$ cat src/rtl/sccb_pkg.sv
// Shared definitions for the SCCB command arbiter: FSM state encoding,
// command field layout and the camera device address.
package sccb_pkg;

    typedef enum logic [1:0] {
        ST_IDLE     = 2'd0,
        ST_START    = 2'd1,
        ST_WAIT_END = 2'd2,
        ST_RELEASE  = 2'd3
    } arb_state_e;

    // Command word layout: {dev_addr[7:0], reg_addr[15:0], reg_data[7:0]}
    localparam int unsigned CMD_DEV_LSB = 24;
    localparam int unsigned CMD_REG_LSB = 8;
    localparam int unsigned CMD_DAT_LSB = 0;

    localparam logic [7:0] OV9281_DEV_ADDR = 8'hc0;

    function automatic logic [31:0] cmd_pack(input logic [7:0]  dev,
                                             input logic [15:0] addr,
                                             input logic [7:0]  dat);
        logic [31:0] cmd;
        cmd = 32'h0000_0000;
        cmd[CMD_DEV_LSB +: 8]  = dev;
        cmd[CMD_REG_LSB +: 16] = addr;
        cmd[CMD_DAT_LSB +: 8]  = dat;
        return cmd;
    endfunction

endpackage

$ cat src/rtl/rr_pick.sv
// Combinational round-robin selector: scans eligible from rr_ptr_i upward
// with explicit wrap at N and reports the first hit.
module rr_pick #(
    parameter int unsigned N  = 3,
    parameter int unsigned PW = (N > 1) ? $clog2(N) : 1
) (
    input  logic [N-1:0]  eligible_i,
    input  logic [PW-1:0] rr_ptr_i,
    output logic [PW-1:0] win_o,
    output logic          valid_o
);

    logic [PW:0]   sum_s;
    logic [PW-1:0] idx_s;
    logic          hit_s;

    // Priority scan in rotated order; the first eligible index sticks.
    always_comb begin
        win_o   = {PW{1'b0}};
        valid_o = 1'b0;
        sum_s   = {(PW+1){1'b0}};
        idx_s   = {PW{1'b0}};
        hit_s   = 1'b0;
        for (int k = 0; k < N; k++) begin
            sum_s   = {1'b0, rr_ptr_i} + (PW+1)'(k);
            idx_s   = (sum_s >= (PW+1)'(N)) ? PW'(sum_s - (PW+1)'(N)) : PW'(sum_s);
            hit_s   = eligible_i[idx_s] & ~valid_o;
            win_o   = hit_s ? idx_s : win_o;
            valid_o = valid_o | hit_s;
        end
    end

endmodule

$ cat src/rtl/sccb_cmd_arbiter.sv
// Round-robin arbiter sharing one SCCB write engine among NUM_REQ sources.
// Optional watchdog on the engine handshake: define SCCB_ARB_TIMEOUT_EN.
module sccb_cmd_arbiter
    import sccb_pkg::*;
#(
    parameter int unsigned NUM_REQ     = 3,
    parameter int unsigned DW          = 32,
    parameter int unsigned TIMEOUT_CYC = 4000
) (
    input  logic                  clock_i2c,
    input  logic                  camera_rstn,
    input  logic [NUM_REQ-1:0]    req,
    input  logic [NUM_REQ*DW-1:0] req_data,
    input  logic                  boot_lock,
    output logic [NUM_REQ-1:0]    gnt,
    output logic [NUM_REQ-1:0]    done,
    output logic                  busy,
    output logic [DW-1:0]         i2c_data,
    output logic                  start,
    input  logic                  tr_end,
    output logic                  timeout_err
);

    localparam int unsigned PW = (NUM_REQ > 1) ? $clog2(NUM_REQ) : 1;
    localparam logic [NUM_REQ-1:0] GNT_ONE = {{(NUM_REQ-1){1'b0}}, 1'b1};

    arb_state_e           state_q, state_d;
    logic [NUM_REQ-1:0]   gnt_q, gnt_d;
    logic [NUM_REQ-1:0]   done_q, done_d;
    logic                 busy_q, busy_d;
    logic                 start_q, start_d;
    logic [DW-1:0]        data_q, data_d;
    logic [PW-1:0]        rr_ptr_q, rr_ptr_d;

    logic [NUM_REQ-1:0]   elig_s;
    logic [PW-1:0]        win_s;
    logic                 win_vld_s;
    logic [DW-1:0]        cmd_s [NUM_REQ];

`ifdef SCCB_ARB_TIMEOUT_EN
    localparam int unsigned CW = $clog2(TIMEOUT_CYC + 1);
    localparam logic [CW-1:0] TMO_LAST = CW'(TIMEOUT_CYC - 1);

    logic [CW-1:0]        cnt_q, cnt_d;
    logic                 terr_q, terr_d;
`endif

    // During the boot config phase only the sensor loader may compete.
    always_comb begin
        if (boot_lock) begin
            elig_s = {{(NUM_REQ-1){1'b0}}, req[0]};
        end else begin
            elig_s = req;
        end
    end

    // Unflatten the per-requester command words.
    always_comb begin
        for (int i = 0; i < NUM_REQ; i++) begin
            cmd_s[i] = req_data[i*DW +: DW];
        end
    end

    rr_pick #(
        .N  (NUM_REQ),
        .PW (PW)
    ) u_rr_pick (
        .eligible_i (elig_s),
        .rr_ptr_i   (rr_ptr_q),
        .win_o      (win_s),
        .valid_o    (win_vld_s)
    );

    // Next-state and output decode for the grant/handshake sequence.
    always_comb begin
        state_d  = state_q;
        gnt_d    = gnt_q;
        done_d   = {NUM_REQ{1'b0}};
        start_d  = start_q;
        data_d   = data_q;
        rr_ptr_d = rr_ptr_q;
`ifdef SCCB_ARB_TIMEOUT_EN
        cnt_d    = cnt_q;
        terr_d   = terr_q;
`endif
        case (state_q)
            ST_IDLE: begin
                if (win_vld_s) begin
                    gnt_d    = GNT_ONE << win_s;
                    data_d   = cmd_s[win_s];
                    rr_ptr_d = (win_s == PW'(NUM_REQ - 1)) ? {PW{1'b0}} : win_s + PW'(1);
                    state_d  = ST_START;
                end else begin
                    gnt_d    = {NUM_REQ{1'b0}};
                end
            end
            ST_START: begin
                start_d = 1'b1;
                state_d = ST_WAIT_END;
            end
            ST_WAIT_END: begin
                if (tr_end) begin
                    start_d = 1'b0;
                    done_d  = gnt_q;
                    state_d = ST_RELEASE;
                end else begin
                    start_d = 1'b1;
                end
            end
            ST_RELEASE: begin
                // Hold the grant until the engine has re-armed.
                if (!tr_end) begin
                    gnt_d   = {NUM_REQ{1'b0}};
                    state_d = ST_IDLE;
                end else begin
                    state_d = ST_RELEASE;
                end
            end
            default: begin
                state_d = ST_IDLE;
                gnt_d   = {NUM_REQ{1'b0}};
                start_d = 1'b0;
            end
        endcase
`ifdef SCCB_ARB_TIMEOUT_EN
        // One shared budget covers both the transfer and the re-arm wait.
        if ((state_q == ST_WAIT_END) || (state_q == ST_RELEASE)) begin
            if (cnt_q == TMO_LAST) begin
                state_d = ST_IDLE;
                gnt_d   = {NUM_REQ{1'b0}};
                start_d = 1'b0;
                done_d  = {NUM_REQ{1'b0}};
                terr_d  = 1'b1;
                cnt_d   = {CW{1'b0}};
            end else begin
                cnt_d   = cnt_q + CW'(1);
            end
        end else begin
            cnt_d = {CW{1'b0}};
        end
`endif
        busy_d = (state_d != ST_IDLE);
    end

    // State and output registers; reset aborts any transfer in flight.
    always_ff @(posedge clock_i2c or negedge camera_rstn) begin
        if (!camera_rstn) begin
            state_q  <= ST_IDLE;
            gnt_q    <= {NUM_REQ{1'b0}};
            done_q   <= {NUM_REQ{1'b0}};
            busy_q   <= 1'b0;
            start_q  <= 1'b0;
            data_q   <= {DW{1'b0}};
            rr_ptr_q <= {PW{1'b0}};
        end else begin
            state_q  <= state_d;
            gnt_q    <= gnt_d;
            done_q   <= done_d;
            busy_q   <= busy_d;
            start_q  <= start_d;
            data_q   <= data_d;
            rr_ptr_q <= rr_ptr_d;
        end
    end

`ifdef SCCB_ARB_TIMEOUT_EN
    // Watchdog counter and sticky error flag.
    always_ff @(posedge clock_i2c or negedge camera_rstn) begin
        if (!camera_rstn) begin
            cnt_q  <= {CW{1'b0}};
            terr_q <= 1'b0;
        end else begin
            cnt_q  <= cnt_d;
            terr_q <= terr_d;
        end
    end

    assign timeout_err = terr_q;
`else
    assign timeout_err = 1'b0 & (TIMEOUT_CYC != 32'd0);
`endif

    assign gnt      = gnt_q;
    assign done     = done_q;
    assign busy     = busy_q;
    assign i2c_data = data_q;
    assign start    = start_q;

endmodule
$ cat config.mk
export PLATFORM = sky130hd
export DESIGN_NAME = sccb_cmd_arbiter
export DESIGN_NICKNAME = d
export VERILOG_FILES = /design/src/rtl/sccb_pkg.sv /design/src/rtl/rr_pick.sv /design/src/rtl/sccb_cmd_arbiter.sv
export SDC_FILE = /design/constraint.sdc
export NUM_CORES = 1
export LEC_CHECK = 0
export ABC_AREA = 1
export CELL_PAD_IN_SITES_DETAIL_PLACEMENT = 0
export CELL_PAD_IN_SITES_GLOBAL_PLACEMENT = 2
export CORE_UTILIZATION = 21
export CTS_BUF_LIST = sky130_fd_sc_hd__clkbuf_4 sky130_fd_sc_hd__clkbuf_8
export DETAILED_ROUTE_END_ITERATION = 8
export PLACE_DENSITY = 0.94
export SETUP_SLACK_MARGIN = 0.05
export SYNTH_ARGS = -nofsm -noshare
export SYNTH_HDL_FRONTEND = slang
export SYNTH_HIERARCHICAL = 1
export SYNTH_SLANG_ARGS = --single-unit
$ cat constraint.sdc
create_clock -name clock_i2c -period 2.7 [get_ports clock_i2c]
set_input_delay 0.54 -clock clock_i2c [delete_from_list [all_inputs] [get_ports clock_i2c]]
set_output_delay 0.54 -clock clock_i2c [all_outputs]
set_load 0.01 [all_outputs]
==> impl_metrics.yaml <==
synthesis:
  synthFlopType: "dfrtp_1"
  ys_types: 21
  syn_area_um2: 2872
  yosys.area_share.simple: 0.4588
  postSynthCellCount: 436
  synth_seq_area_share: 0.3834
  muxShareOfSynthArea: 0
  synth.most_common_cell: "nand2_1"
  yosys.area_share.adder: 0.02614
  synth_compound_area_frac: 0.01874
  synth_top_family_by_area: "simple AND/OR/NAND/NOR gates"
  synthXorXnorAreaFrac: 0
  synth_top_cell_by_area: "dfrtp_1"
  ys_seq_elements: 44
  synthArstFlopShare: 1.000
  syn_area_per_cell_um2: 6.586
  synth_nets: 545
  synthTopCellsByArea: "dfrtp_1 (38%), nand2_1 (20%), nand3_1 (13%), nor2_1 (10%), inv_1 (3.9%)"
  synthTopCellsByCount: "nand2_1 (153), nor2_1 (79), nand3_1 (76), dfrtp_1 (44), inv_1 (30)"
  ys_warn_count: 6
  synth.top_cell.area_share: 0.3834
  synth_edf_count: 0
setup_path:
  rrSetupSlack_ns: 0.38
  worstSetupEndpointType: "flip-flop"
  cp_slowest_cell: "clkdlybuf4s50_1"
  worstReg2RegEnd: "i2c_data[4]"
  reg2reg_depth: 14
  cp_cell_sequence: "clkdlybuf4s50_1, inv_1, nor2_1, inv_1, o21ai_0, nand2_2, nand3_1, nand2_1, inv_1, nand2_2, inv_2, nand3_1, nand2_1, nor2_1, nor2_1"
  cp_data_required_time_ns: 2.94
  r2r_start: "rr_ptr_q[0]"
  critPathKind: "input pin to flip-flop"
  crit_arrival_ns: 2.61
  cpPeakStageDelay_ns: 0.45
  worstPathMaxFanout: 23
  timing.critical_path.buf_inv: 5
  critPathTopFamily: "buffers and inverters"
  cp-start-kind: "input pin"
layout:
  drive_above_1_share: 0.07081
  final_util: 0.3494
  fin_area_um2: 4646
  area_growth_pct: 61.79
  diodes: 0
  stdcell_count: 755
  fillerInstances: 1412
  nNetsFinal: 687
sta:
  whs_ns: 0.4060
  worst_slew_pin_slew_ns: 1.057
  post-route-period-util: 0.8794
  finalSetupTns_ns: 0
  maxSlewViolCount: 0
  layout_setup_ws_ns: 0.3257
  slew-limit-headroom: 0.2954
  skew_ns: 0.01144
  fin_crit_ns: 2.374
  max_clock_freq_ghz: 0.4212
  setup_viol: 0
  grt_setup_unrepaired: "no"
  hold_violations: 0
routing:
  routed_wl_um: 9575
  wl_per_cell_um: 12.68
  drtPass1Iterations: 5
  via_per_inst: 4.250
  route.detailed.drc: 0
  dr_total_vias: 3209
  drtIter0Drc: 131
  ant_nets: 0
placement:
  place_area_um2: 4517
  gp_congestion: 0.8694
  hpwl_um: 7266
  port_buffers: 142
  dpl.cell_count: 747
  pre_cts_ws_ns: -0.05524
global_routing:
  antenna_found_initial: 0
  grt_pass1_wl_um: 15530
  grtUsageTotal: 0.1370
  grt_pass1_vias: 3141
  grt_max_degree: 45
  grt-ovfl-total: 0
floorplanning:
  ios: 144
  start_util: 0.2160
  die_w_um: 118.9
  die_area_um2: 14150
  rows: 42
  die_height_um: 118.9
  placeableCoreArea_um2: 13300
clocking:
  root_buffer: "clkbuf_8"
  post-cts-setup-buffers: 0
  cts_tree: "yes"
  clock_path_buffers: 2
  cts_buffers: 5
  clk_latency_ns: 0.31
  path_clk_slew_ns: 0.09
  htree_levels: 2
  clock_sinks: 44
min_path:
  min_path_type: "input pin to async pin"
status:
  status: "complete, no violations"
power:
  power.density_nw_per_um2: 1181
  total_power_mw: 5.487
  power_leakage_nw: 2.168
  irDropWorstVdd_v: 0.0004556
flow_run:
  maxCapViolCount: 0
## cell type report
class,count,area [um2],area share
Timing Repair Buffer,158,1599,0.3442
Multi-Input combinational cell,332,1455,0.3132
Sequential cell,44,1101,0.2370
Tap cell,176,220.2,0.04740
Inverter,37,143.9,0.03097
Clock buffer,7,96.34,0.02074
Clock inverter,1,30.03,0.006464
## worst max path at each step
| stage | startpoint | cells after the start | slack [ns] | endpoint |
|---|---|---|---|---|
| 2_1_floorplan | rr_ptr_q[0] | 16 | 0.78 | i2c_data[0] |
| 3_3_place_gp | req[2] | 15 | 0.03 | i2c_data[7] |
| 3_5_place_dp | req[1] | 17 | -0.06 | i2c_data[9] |
| 4_1_cts | req[1] | 17 | 0.29 | i2c_data[17] |
| 5_1_grt | req[2] | 15 | 0.07 | i2c_data[3] |
| 6_report | req[2] | 15 | 0.33 | i2c_data[3] |
## worst register-to-register path, stage by stage, from the launching register on
cell	delay [ns]
dfrtp_1	0.38
inv_1	0.05
ha_1	0.38
inv_2	0.13
nand2_1	0.09
o21ai_1	0.09
nand2_1	0.08
nand2_1	0.08
nand3_1	0.09
nand2_2	0.24
inv_2	0.24
nand3_1	0.14
nand2_1	0.05
nor2_1	0.12
nor2_1	0.05
## cells by family (layout without fill, tap and decap cells)
| family | after synthesis | after routing |
|---|---|---|
| other | 1 | 1 |
| buffers and inverters | 60 | 203 |
| adder cells (fa/ha/maj) | 6 | 6 |
| AO/OA/AOI/OAI | 10 | 10 |
| flip-flops | 44 | 44 |
| AND/OR/NAND/NOR | 315 | 315 |
## registers in the layout, summed over array words and instances (netlist names)
name,cells
gnt,3
rr_ptr_q,2
start,1
done,3
busy,1
i2c_data,32
state_q,2
## placed cells by master, fill, tap and decap left out, types with 6 or more instances in the layout
cell and instances:
nand2_1 151, clkdlybuf4s50_1 141, nor2_1 79, nand3_1 76
dfrtp_1 44, inv_1 30, buf_4 11, clkbuf_8 7
nand2_2 6, ha_1 6
## timing repair
item / in CTS / in global routing
hold buffers: 0 / 0
setup endpoints to repair: 0 / 1
gates resized for setup: 0 / 1
## per-layer routing
| layer | track usage | vias to the layer above | wire, um |
|---|---|---|---|
| met3 | 0.02921 | 10 | 636 |
| li1 | - | 1624 | - |
| met5 | 0 | - | 0 |
| met4 | 0.03560 | 0 | 104 |
| met2 | 0.2314 | 116 | 4453 |
| met1 | 0.1765 | 1459 | 4380 |
## report_power, final
part / total, mW / internal (mW) / switching [mW]
Combinational: 3.75 / 1.63 / 2.12
Clock: 0.575 / 0.327 / 0.248
Sequential: 1.16 / 0.979 / 0.186
Total: 5.49 / 2.93 / 2.55
Power figures use the tool's default switching activity.
